[src/rtl/dsp_branch_ctrl_pkg.sv]
// Shared flow-control definitions for the DSP core.
// Decode and the branch controller both use this package.
package dsp_branch_ctrl_pkg;

   localparam int FLOW_MODE_LEN = 3;

   typedef enum logic [FLOW_MODE_LEN-1:0] {
      FLOW_NONE = 3'd0,
      FLOW_JMP  = 3'd1,
      FLOW_BEZ  = 3'd2,
      FLOW_BNEZ = 3'd3,
      FLOW_BEQ  = 3'd4,
      FLOW_CALL = 3'd5,
      FLOW_RET  = 3'd6,
      FLOW_RSVD = 3'd7
   } flow_mode_e;

   // BEQ relies on the ALU producing a-b, so it shares the zero test with BEZ.
   function automatic logic cond_taken(input flow_mode_e mode, input logic zero,
                                       input logic stack_empty);
      logic taken;
      taken = 1'b0;
      case (mode)
         FLOW_JMP, FLOW_CALL: taken = 1'b1;
         FLOW_BEZ, FLOW_BEQ:  taken = zero;
         FLOW_BNEZ:           taken = ~zero;
         FLOW_RET:            taken = ~stack_empty;
         default:             taken = 1'b0;
      endcase
      return taken;
   endfunction

endpackage

[src/rtl/dsp_ret_stack.sv]
// Circular return-address stack; a push into a full stack overwrites
// the oldest entry and the occupancy count saturates at STACK_DEPTH.
module dsp_ret_stack
   import dsp_branch_ctrl_pkg::*;
#(
   parameter int ADDR_W      = 16,
   parameter int STACK_DEPTH = 4
) (
   input  logic                             clk,
   input  logic                             rst,
   input  logic                             push,
   input  logic                             pop,
   input  logic [ADDR_W-1:0]                din,
   output logic [ADDR_W-1:0]                dout,
   output logic [$clog2(STACK_DEPTH):0]     count,
   output logic                             full,
   output logic                             empty
);

   localparam int PTR_W = $clog2(STACK_DEPTH);
   localparam int CNT_W = PTR_W + 1;

   logic [ADDR_W-1:0] r_mem [STACK_DEPTH];
   logic [PTR_W-1:0]  r_ptr;
   logic [CNT_W-1:0]  r_count;
   logic [PTR_W-1:0]  w_top_ptr;

   always_comb begin
      w_top_ptr = r_ptr - PTR_W'(1);
      dout      = r_mem[w_top_ptr];
      count     = r_count;
      full      = (r_count == CNT_W'(STACK_DEPTH));
      empty     = (r_count == '0);
   end

   // r_ptr is the next free slot; when full it also points at the oldest entry.
   always_ff @(posedge clk or posedge rst) begin
      if (rst) begin
         for (int unsigned i = 0; i < STACK_DEPTH; i++) begin
            r_mem[i] <= '0;
         end
         r_ptr   <= '0;
         r_count <= '0;
      end else if (push) begin
         r_mem[r_ptr] <= din;
         r_ptr        <= r_ptr + PTR_W'(1);
         if (!full) begin
            r_count <= r_count + CNT_W'(1);
         end
      end else if (pop && !empty) begin
         r_ptr   <= w_top_ptr;
         r_count <= r_count - CNT_W'(1);
      end
   end

endmodule

[src/rtl/dsp_branch_ctrl.sv]
// Registered branch controller: resolves flow codes from execute, issues a
// one-cycle redirect to fetch, flushes younger instructions, manages CALL/RET.
module dsp_branch_ctrl
   import dsp_branch_ctrl_pkg::*;
#(
   parameter int ADDR_W       = 16,
   parameter int DATA_W       = 16,
   parameter int STACK_DEPTH  = 4,
   parameter int FLUSH_CYCLES = 2
) (
   input  logic                          clk,
   input  logic                          rst,
   input  logic                          valid,
   input  logic [FLOW_MODE_LEN-1:0]      flow_mode,
   input  logic [ADDR_W-1:0]             address,
   input  logic [ADDR_W-1:0]             return_addr,
   input  logic [DATA_W-1:0]             alu_result,
   input  logic                          err_clr,
   output logic [ADDR_W-1:0]             jump_addr,
   output logic                          jump_flag,
   output logic                          flush,
   output logic [$clog2(STACK_DEPTH):0]  stack_count,
   output logic                          stack_overflow,
   output logic                          stack_underflow
);

   localparam int FC_W = $clog2(FLUSH_CYCLES + 1);

   flow_mode_e        w_mode;
   logic              w_flush;
   logic              w_accept;
   logic              w_taken;
   logic              w_push;
   logic              w_pop;
   logic              w_full;
   logic              w_empty;
   logic              w_ovf_set;
   logic              w_unf_set;
   logic [ADDR_W-1:0] w_top;
   logic [ADDR_W-1:0] w_target;

   logic [FC_W-1:0]   r_flush_cnt;
   logic              r_jump_flag;
   logic [ADDR_W-1:0] r_jump_addr;
   logic              r_ovf;
   logic              r_unf;

   dsp_ret_stack #(
      .ADDR_W      (ADDR_W),
      .STACK_DEPTH (STACK_DEPTH)
   ) u_ret_stack (
      .clk   (clk),
      .rst   (rst),
      .push  (w_push),
      .pop   (w_pop),
      .din   (return_addr),
      .dout  (w_top),
      .count (stack_count),
      .full  (w_full),
      .empty (w_empty)
   );

   always_comb begin
      w_mode    = flow_mode_e'(flow_mode);
      w_flush   = (r_flush_cnt != '0);
      w_accept  = valid & ~w_flush;
      w_taken   = w_accept & cond_taken(w_mode, (alu_result == '0), w_empty);
      w_push    = w_accept & (w_mode == FLOW_CALL);
      w_pop     = w_accept & (w_mode == FLOW_RET) & ~w_empty;
      w_ovf_set = w_push & w_full;
      w_unf_set = w_accept & (w_mode == FLOW_RET) & w_empty;
      w_target  = (w_mode == FLOW_RET) ? w_top : address;
   end

   always_ff @(posedge clk or posedge rst) begin
      if (rst) begin
         r_flush_cnt <= '0;
         r_jump_flag <= 1'b0;
         r_jump_addr <= '0;
         r_ovf       <= 1'b0;
         r_unf       <= 1'b0;
      end else begin
         r_jump_flag <= w_taken;
         if (w_taken) begin
            r_jump_addr <= w_target;
            r_flush_cnt <= FC_W'(FLUSH_CYCLES);
         end else if (w_flush) begin
            r_flush_cnt <= r_flush_cnt - FC_W'(1);
         end
         // A set event in the same cycle as err_clr keeps the flag set.
         if (w_ovf_set)    r_ovf <= 1'b1;
         else if (err_clr) r_ovf <= 1'b0;
         if (w_unf_set)    r_unf <= 1'b1;
         else if (err_clr) r_unf <= 1'b0;
      end
   end

   assign jump_addr       = r_jump_addr;
   assign jump_flag       = r_jump_flag;
   assign flush           = w_flush;
   assign stack_overflow  = r_ovf;
   assign stack_underflow = r_unf;

endmodule

[config.mk]
export PLATFORM = sky130hd
export DESIGN_NAME = dsp_branch_ctrl
export DESIGN_NICKNAME = d
export VERILOG_FILES = /design/src/rtl/dsp_branch_ctrl_pkg.sv /design/src/rtl/dsp_ret_stack.sv /design/src/rtl/dsp_branch_ctrl.sv
export SDC_FILE = /design/constraint.sdc
export NUM_CORES = 1
export LEC_CHECK = 0
export CAP_MARGIN = 25
export CORE_ASPECT_RATIO = 1.5
export CORE_MARGIN = 4
export CORE_UTILIZATION = 57
export DETAILED_ROUTE_END_ITERATION = 8
export PLACE_DENSITY = 0.86
export SKIP_CTS_REPAIR_TIMING = 1
export SLEW_MARGIN = 20
export SYNTH_ARGS = -nofsm -noshare
export SYNTH_HDL_FRONTEND = slang
export SYNTH_SLANG_ARGS = --single-unit
[constraint.sdc]
create_clock -name clk -period 7 [get_ports clk]
set_clock_uncertainty 0.2 [all_clocks]
set_input_delay 1.4 -clock clk [delete_from_list [all_inputs] [get_ports clk]]
set_output_delay 1.4 -clock clk [all_outputs]
set_load 0.005 [all_outputs]
## After elaboration in Yosys (flattened, before gate mapping)

Cells that the tools add are included.

| operators by class | value |
|---|---|
| div/mod/pow operators | 0 |
| $add $sub $neg | 5 |
| reduce and logical (&&, ||, !) cells | 13 |
| mux-type cells | 18 |
| bitwise logic cells | 12 |
| multiply operators | 0 |
| $lt $le $gt $ge | 3 |
| shift operators | 0 |
| equality and inequality tests | 8 |

Operator list:

| kind | count |
|---|---|
| bitwise mux 64 bit | 1 |
| two-way mux 16 bit | 4 |
| binary-select mux 16 bit (select 2 bit) | 1 |
| demux 16 bit (select 2 bit) | 1 |
| logical NOT 16 bit | 1 |
| equality test 3 bit (second input constant) | 4 |
| nonzero test 2 bit | 5 |
| two-way mux 3 bit | 3 |
| two-way mux 2 bit | 4 |
| AND 1 bit | 7 |
| equality test 3 x 2 -> 1 bit (second input constant) | 2 |
| >= comparator 3 bit (second input constant) | 2 |
| NOT 2 -> 3 bit | 2 |
| case mux 1 bit (4 select lines) | 1 |
| OR reduction 2 bit | 2 |
| subtractor 2 x 1 -> 2 bit (second input constant) | 2 |
| adder 3 x 1 -> 3 bit (second input constant) | 1 |
| equality test 3 x 1 -> 1 bit (second input constant) | 1 |
| logical NOT 3 bit | 1 |
| less-than comparator 3 x 1 -> 1 bit (second input constant) | 1 |
| two-way mux 1 bit | 3 |
| NOT 1 bit | 3 |
| subtractor 3 x 1 -> 3 bit (second input constant) | 1 |
| adder 2 x 1 -> 2 bit (second input constant) | 1 |
| 4 further kinds | 5 |

| word-level totals | value |
|---|---|
| logic and storage cells | 70 |
| output and inout port bits | 23 |
| memory bits (writable) | 0 |
| register bits after elaboration | 90 |
| memories kept | 0 |
| bits in latches | 0 |
| bits in read-only memories | 0 |
| bits of input ports | 55 |

## Depth between registers and ports, before layout

Gate-level depths: netlist of the first run.

| logic depth | value |
|---|---|
| depth after elaboration | 8 |
| depth in mapped cells | 9 |
| mapped depth without buffers | 9 |

## By module

Synthesis of the first run repeated with hierarchy kept, for this count alone.

| second synthesis, totals | value |
|---|---|
| cell total of the unflattened synthesis | 288 |
| area total of the unflattened synthesis | 4,369.2 µm² |

Modules (own cells, without submodules):

| module | cells an instance | sequential area each (µm²) | instances | area an instance (µm²) |
|---|---|---|---|---|
| dsp_ret_stack | 197 | 1,726.7 | 1 | 3,171.8 |
| dsp_branch_ctrl | 91 | 525.5 | 1 | 1,197.4 |

## Worst setup path after synthesis of the first run

Ideal clock, no wire load.

| path | value |
|---|---|
| kind | input to register |
| from | input port valid |
| to | register u_ret_stack.r_count[2] (netlist: u_ret_stack.count[2]) |
| setup time | 0.129 ns |
| buffers on the path | 0 |
| path slack | 3.894 ns |
| cell stages on the path | 6 |
| arrival time | 2.777 ns |
| data required time | 6.671 ns |
| path through | nand2_1 nor3_4 inv_1 fa_1 o32ai_1 a21oi_1 |

| between the ends | value |
|---|---|
| cells in the longest elaborated chain, start to end | 6 |
| elaborated cells between the ends (all ways) | 9 |
| classes of those cells | 1 x eq/ne; 1 x mux; 4 x bitwise; 3 x reduce/logical |

RTL lines:

| element | RTL line | source |
|---|---|---|
| start, declared | dsp_branch_ctrl.sv:13 | `input logic valid,` |
| AND 1 bit * | dsp_branch_ctrl.sv:66 | `w_accept = valid & ~w_flush;` |
| AND 1 bit (2 in a row) | dsp_branch_ctrl.sv:69 | `w_pop = w_accept & (w_mode == FLOW_RET) & ~w_empty;` |
| logical AND 1 bit | dsp_ret_stack.sv:50 | `end else if (pop && !empty) begin` |
| nonzero test 2 bit (no source line) | - |  |
| AND reduction 2 bit (no source line) | - |  |
| end signal, assigned | dsp_ret_stack.sv:48 | `r_count <= r_count + CNT_W'(1);` |
| end signal, assigned | dsp_ret_stack.sv:52 | `r_count <= r_count - CNT_W'(1);` |
| end, declared | dsp_ret_stack.sv:25 | `logic [CNT_W-1:0] r_count;` |

Every way passes the cells marked *; elsewhere a longest branch is shown, timed or not.
A chain may end at the register's enable or synchronous reset.

## Final worst setup path of the first run

| path | value |
|---|---|
| from | register u_ret_stack.r_ptr[0] |
| to | register r_jump_addr[7] (netlist: jump_addr[7]) |

| between the ends | value |
|---|---|
| cells in the longest elaborated chain, start to end | 6 |

RTL lines:

| element | RTL line | source |
|---|---|---|
| start, declared | dsp_ret_stack.sv:24 | `logic [PTR_W-1:0] r_ptr;` |
| start signal, assigned | dsp_ret_stack.sv:46 | `r_ptr <= r_ptr + PTR_W'(1);` |
| start signal, assigned | dsp_ret_stack.sv:51 | `r_ptr <= w_top_ptr;` |
| subtractor 2 x 1 -> 2 bit | dsp_ret_stack.sv:29 | `w_top_ptr = r_ptr - PTR_W'(1);` |
| named net u_ret_stack.w_top_ptr[0] | dsp_ret_stack.sv:26 | `logic [PTR_W-1:0] w_top_ptr;` |
| NOT 2 -> 3 bit (implied by the code) | dsp_ret_stack.sv:30 | `dout = r_mem[w_top_ptr];` |
| binary-select mux 16 bit (select 2 bit) | dsp_ret_stack.sv:30 |  |
| two-way mux 16 bit (implied by the code) (2 in a row) | dsp_ret_stack.sv:30 |  |
| two-way mux 16 bit | dsp_branch_ctrl.sv:72 | `w_target = (w_mode == FLOW_RET) ? w_top : address;` |
| end signal, assigned | dsp_branch_ctrl.sv:85 | `r_jump_addr <= w_target;` |
| end, declared | dsp_branch_ctrl.sv:44 | `logic [ADDR_W-1:0] r_jump_addr;` |

The timed path passes the listed nets, and every way through them passes these cells. The select of a mux whose other input is x is not followed.

==> flow_summary.json, run 1 <==
{
  "arrival_ps": 3700,
  "synth_nets": 342,
  "ys_warn_count": 0,
  "diodes": 0,
  "worst_pin_slew_ps": 950,
  "swShare": 0.278,
  "drt_iter0_drc": 87,
  "status": "completed",
  "seqPwrFrac": 0.454,
  "gp_congestion": 0.764,
  "vias_per_cell": 5.73,
  "initial_utilization": 0.590,
  "ant_nets": 0,
  "leakagePower_nw": 2.48,
  "area_growth_syn_to_layout_pct": 24.6,
  "antenna_found_initial": 0,
  "syn_avg_cell_area_um2": 15.3,
  "cts_max_path_buffers": 2,
  "root_buffer": "clkbuf_8",
  "period_needed_ps": 3660,
  "syn-cell-area_um2": 4290,
  "critPathRequiredTime_ps": 7050,
  "power.switching_uw": 499,
  "avgRoutedWirePerCell_um": 18.1,
  "cts_tree": "built",
  "path_max_fanout": 19,
  "io_buffers": 77,
  "hold_viol": 0,
  "grt_max_degree": 59,
  "synthArstFlopShare": 1.00,
  "drt_first_pass_iters": 4,
  "clock_latency_ps": 360,
  "synth.distinct_cells": 38,
  "setup_viol": 0,
  "pwr-share-clk": 0.210,
  "slew_violations": 0,
  "crit_path_end_kind": "flip-flop",
  "numClockSinks": 90,
  "maxCapViolCount": 0,
  "synth_edf_count": 0,
  "critPathLaunchType": "flip-flop",
  "num_io_pins": 78,
  "nets": 421,
  "final_cell_area_um2": 5350,
  "syn_inst": 281,
  "ys.flop_type": "dfrtp_1",
  "path_class": "reg -> reg",
  "die_w_um": 78.9,
  "grt_pass1_wl_mm": 14.0,
  "cts_buffers": 9,
  "die_h_um": 114,
  "p_per_area_nw_per_um2": 336,
  "ys_ff_latch": 90,
  "hpwl_mm": 5.75,
  "period_share": 0.522,
  "vias": 2663,
  "route.detailed.drc": 0,
  "die_area_um2": 9010,
  "fp-row-count": 38,
  "grt.total_usage": 0.205,
  "drive_gt1_frac": 0.367,
  "cts_max_level": 3,
  "grt_pass1_vias": 2923,
  "hp-class": "reg -> reg",
  "rsz0062_at_grt": "false",
  "ir_drop_mv": 0.199,
  "coreArea_um2": 7270,
  "max_freq_mhz": 273,
  "max_slew_margin": 0.366,
  "dpl_cell_area_um2": 5120,
  "combPwrFrac": 0.336,
  "internal_power_mw": 1.30,
  "clkSlewWorstSetupHoldPaths_ps": 80,
  "seq_area_frac_synth": 0.524,
  "totalNegativeSetupSlack_ps": 0,
  "wl_mm": 8.43,
  "grt_overflow_total": 0
}
==> cells by family after synthesis <==
kind of cell	share of synthesized area
flops	0.524
compound gates	0.0236
buf+inv	0.0347
fa+ha+maj	0.0192
xor+xnor	0.00408
simple gates	0.0414
mux	0.353
==> cells in the mapped netlist (2+ instances only) <==
library cell  instances  area (um2)
a21oi_1               3        15.0
buf_2                 3        15.0
buf_6                 6        67.6
dfrtp_1              90        2250
ha_1                  5        62.6
inv_1                11        41.3
mux2_2               97        1090
mux2i_1               2        20.0
mux4_1                7         184
mux4_2                9         203
nand2_1               7        26.3
nand2_2               4        25.0
nand3_1               2        10.0
nor2_1                4        15.0
nor3_1                2        10.0
nor4_1                4        25.0
o21ai_0               2        10.0
o32ai_1               2        17.5
xnor2_1               2        17.5
==> placed cells by master (no fill, tap or decap), types with 2 or more instances in the layout <==
cell type	n
nor2_1	4
o21ai_0	2
clkdlybuf4s50_1	77
mux4_1	7
clkbuf_8	13
mux2_2	97
ha_1	5
nand2_1	7
nand2_2	4
clkbuf_1	2
inv_1	10
dfrtp_1	90
mux2i_1	2
nor4_1	4
mux4_2	9
xnor2_1	2
nand3_1	2
a21oi_1	3
o32ai_1	2
nor3_1	2
==> sequential cells by signal (all words and copies together), names as in the netlist <==
register / count
u_ret_stack.r_mem: 64
jump_addr: 16
u_ret_stack.count: 3
r_flush_cnt: 2
u_ret_stack.r_ptr: 2
jump_flag: 1
stack_overflow: 1
stack_underflow: 1
==> cell type report <==
class,count,area [um2]
flip-flops and latches,90,2250
fillers,467,1920
multi-input cells,168,1890
repair buffers,80,821
clock buffers,15,186
well taps,100,125
inverters,11,42.5
clock inverters,1,30.0
==> worst paths after layout <==
| check | from | to | slack (ps) | cells past startpoint |
|---|---|---|---|---|
| max | u_ret_stack.r_ptr[0] | jump_addr[7] | 3340 | 5 |
| min | u_ret_stack.r_mem[4] | u_ret_stack.r_mem[4] | 310 | 1 |
| max reg2reg | u_ret_stack.r_ptr[0] | jump_addr[7] | 3340 | 5 |
| min reg2reg | u_ret_stack.r_mem[4] | u_ret_stack.r_mem[4] | 310 | 1 |
| max in group asynchronous | rst | jump_addr[15] | 4720 | 4 |
| min in group asynchronous | rst | jump_addr[10] | 1240 | 3 |
==> power by group through the flow <==
| stage | sequential (mW) | combinational (mW) | clock, mW |
|---|---|---|---|
| 2_1_floorplan | 0.777 | 0.437 | 0 |
| 3_3_place_gp | 0.815 | 0.593 | 0 |
| 3_5_place_dp | 0.827 | 0.615 | 0 |
| 4_1_cts | 0.817 | 0.616 | 0.384 |
| 5_1_grt | 0.841 | 0.663 | 0.407 |
| 6_report | 0.815 | 0.605 | 0.377 |
==> per-layer routing <==
metal / up-vias / global-route usage / routed length (um)
li1: 1202 / - / -
met1: 1378 / 0.235 / 3380
met2: 74 / 0.368 / 4450
met3: 9 / 0.0567 / 477
met4: 0 / 0.0654 / 115
met5: - / 0 / 0
==> per-stage QoR <==
| stage | power [mW] | utilization | hold slack [ps] | setup WS (ps) | cells |
|---|---|---|---|---|---|
| after floorplan | 1.21 | - | 270 | 3060 | 281 |
| after global placement | 1.41 | 0.700 | 279 | 2780 | 447 |
| after detailed placement | 1.44 | 0.704 | 287 | 2630 | 448 |
| after CTS | 1.82 | 0.733 | 306 | 3010 | 464 |
| after global routing | 1.91 | 0.735 | 323 | 3070 | 465 |
| final | 1.80 | 0.735 | 305 | 3340 | 465 |
==> critical path: stages, from the launching register on <==
cell	delay, ps
dfrtp_1	940
inv_1	210
ha_1	980
mux4_1	660
mux2_2	290
mux2_2	260
Note: power is estimated with default switching activity, not from simulation.
==> run 2: changes to the inputs <==
--- a/config.mk
+++ b/config.mk
@@ -8,9 +8,9 @@
 export CAP_MARGIN = 25
 export CORE_ASPECT_RATIO = 1.5
 export CORE_MARGIN = 4
-export CORE_UTILIZATION = 57
+export CORE_UTILIZATION = 52
 export DETAILED_ROUTE_END_ITERATION = 8
-export PLACE_DENSITY = 0.86
+export PLACE_DENSITY = 0.79
 export SKIP_CTS_REPAIR_TIMING = 1
 export SLEW_MARGIN = 20
 export SYNTH_ARGS = -nofsm -noshare
==> constraint.sdc (replaced) <==
create_clock -name clk -period 3.4 [get_ports clk]
set_clock_uncertainty 0.2 [all_clocks]
set_input_delay 0.68 -clock clk [delete_from_list [all_inputs] [get_ports clk]]
set_output_delay 0.68 -clock clk [all_outputs]
set_load 0.005 [all_outputs]
==> run 2 against run 1 <==
Net effect: maximum frequency is 38% higher; core utilization is 5.4 points lower; critical path depth is 1 higher; sequential share of layout area is 0.85 points lower; register-to-register slack worse by 2600 ps; clock power grew to 2.7 times the previous value; flip-flop and latch count stayed put.
==> flow_summary.json, run 2 (synthesized netlist as in run 1, its figures left out) <==
{
  "regToRegSetupSlack_ps": 750,
  "arrival_ps": 2670,
  "root_buffer": "clkbuf_16",
  "slew_violations": 0,
  "path_common_cell": "mux2_2",
  "area_growth_syn_to_layout_pct": 27.2,
  "cts_buffers": 9,
  "num_io_pins": 78,
  "antenna_found_initial": 0,
  "clock_latency_ps": 330,
  "io_buffers": 77,
  "worstPathCellList": "inv_1 > ha_1 > buf_12 > mux4_1 > mux2_2 > mux2_2",
  "avgRoutedWirePerCell_um": 18.1,
  "multi_input_area_um2": 1890,
  "p_per_area_nw_per_um2": 730,
  "numClockSinks": 90,
  "critical-path-max-stage-delay_ps": 570,
  "die_h_um": 119,
  "place_ws_ps": 458,
  "diodes": 0,
  "top_register": "u_ret_stack.r_mem",
  "critPathLaunchType": "flip-flop",
  "nets": 425,
  "ir_drop_mv": 0.653,
  "grt_max_degree": 50,
  "ant_nets": 0,
  "vias_per_cell": 5.59,
  "clkSlewWorstSetupHoldPaths_ps": 60,
  "drt_first_pass_iters": 4,
  "final_cell_mix": "mux2_2 (97), dfrtp_1 (90), clkdlybuf4s50_1 (77)",
  "cp_num_buf_inv": 2,
  "worst_pin_slew_ps": 838,
  "crit_path_end_kind": "flip-flop",
  "leakagePower_nw": 2.53,
  "drive_gt1_frac": 0.375,
  "hpwl_mm": 6.04,
  "grt_pass1_wl_mm": 14.0,
  "maxCapViolCount": 0,
  "vias": 2645,
  "hp-class": "reg -> reg",
  "max_freq_mhz": 377,
  "final_common_cell": "mux2_2",
  "initial_utilization": 0.536,
  "path_max_fanout": 12,
  "drt_iter0_drc": 88,
  "critPathTopFamily": "multiplexers",
  "die_area_um2": 9810,
  "finalWorstSetupSlack_ps": 746,
  "grt.total_usage": 0.190,
  "route.detailed.drc": 0,
  "totalNegativeSetupSlack_ps": 0,
  "critPathRequiredTime_ps": 3420,
  "path_class": "reg -> reg",
  "cts_max_path_buffers": 2,
  "gp_congestion": 0.746,
  "max_slew_margin": 0.441,
  "grt_overflow_total": 0,
  "period_needed_ps": 2650,
  "wl_mm": 8.57,
  "die_w_um": 82.2,
  "register_area_um2": 2250,
  "cts_tree": "built",
  "grt_pass1_vias": 2912,
  "slowest_stage": "mux4_1",
  "cts_max_level": 3,
  "nFillCells": 589,
  "status": "completed",
  "largest_register_ffs": 64,
  "rsz0062_at_grt": "false",
  "coreArea_um2": 8010,
  "hold_viol": 0,
  "setup_viol": 0,
  "fp-row-count": 40,
  "period_share": 0.781
}
run 2: changes by cell type in the layout (fill, tap and decap cells not counted):
cell       delta
buf_8         -1
clkbuf_16     +9
buf_16        -1
clkbuf_1      -1
buf_12        +1
clkinv_2      +1
clkbuf_8     -10
buf_4         +5
run 2: stage by stage:
stage / instances / utilization / instance area [um2] / hold slack (ps) / total power [mW]
6_report: 473 / 0.682 / 5460 / 293 / 3.99
5_1_grt: 473 / 0.682 / 5460 / 308 / 4.22
4_1_cts: 473 / 0.682 / 5460 / 297 / 4.04
3_5_place_dp: 458 / 0.644 / 5150 / 284 / 3.04
3_3_place_gp: 458 / 0.644 / 5150 / 278 / 2.97
2_1_floorplan: 281 / - / 4290 / 270 / 2.50
run 2: report_power, final:
part	leakage [nW]	switching (mW)	total [mW]	internal (mW)
sequential	1.19	0.202	1.63	1.43
clock	0.152	0.378	1.00	0.624
combinational	1.20	0.487	1.35	0.867
total	2.53	1.07	3.99	2.92
run 2: per-layer routing:
layer  vias to the layer above  routed length, um  global-route usage
met2                        61               4510               0.324
li1                       1214                  -                   -
met5                         -                  0                   0
met4                         0                 99              0.0613
met1                      1362               3540               0.237
met3                         8                416              0.0348
run 2: final cells by class:
cell class,count,share of cell area
flip-flops and latches,90,0.412
well taps,105,0.0241
clock buffers,13,0.0495
clock inverters,2,0.00642
repair buffers,84,0.153
multi-input cells,168,0.347
inverters,11,0.00779
run 2: worst paths after layout:
kind / from / endpoint / depth (start not counted)
max: u_ret_stack.r_ptr[1] / jump_addr[2] / 6
min: u_ret_stack.r_mem[36] / u_ret_stack.r_mem[36] / 1
max reg2reg: u_ret_stack.r_ptr[1] / jump_addr[2] / 6
min reg2reg: u_ret_stack.r_mem[36] / u_ret_stack.r_mem[36] / 1
max in group asynchronous: rst / u_ret_stack.r_mem[8] / 3
min in group asynchronous: rst / u_ret_stack.r_mem[54] / 2
run 2: worst reg2reg max path, stage by stage, from the launching register on:
cell	delay, ps
dfrtp_1	400
inv_1	80
ha_1	560
buf_12	210
mux4_1	570
mux2_2	270
mux2_2	250
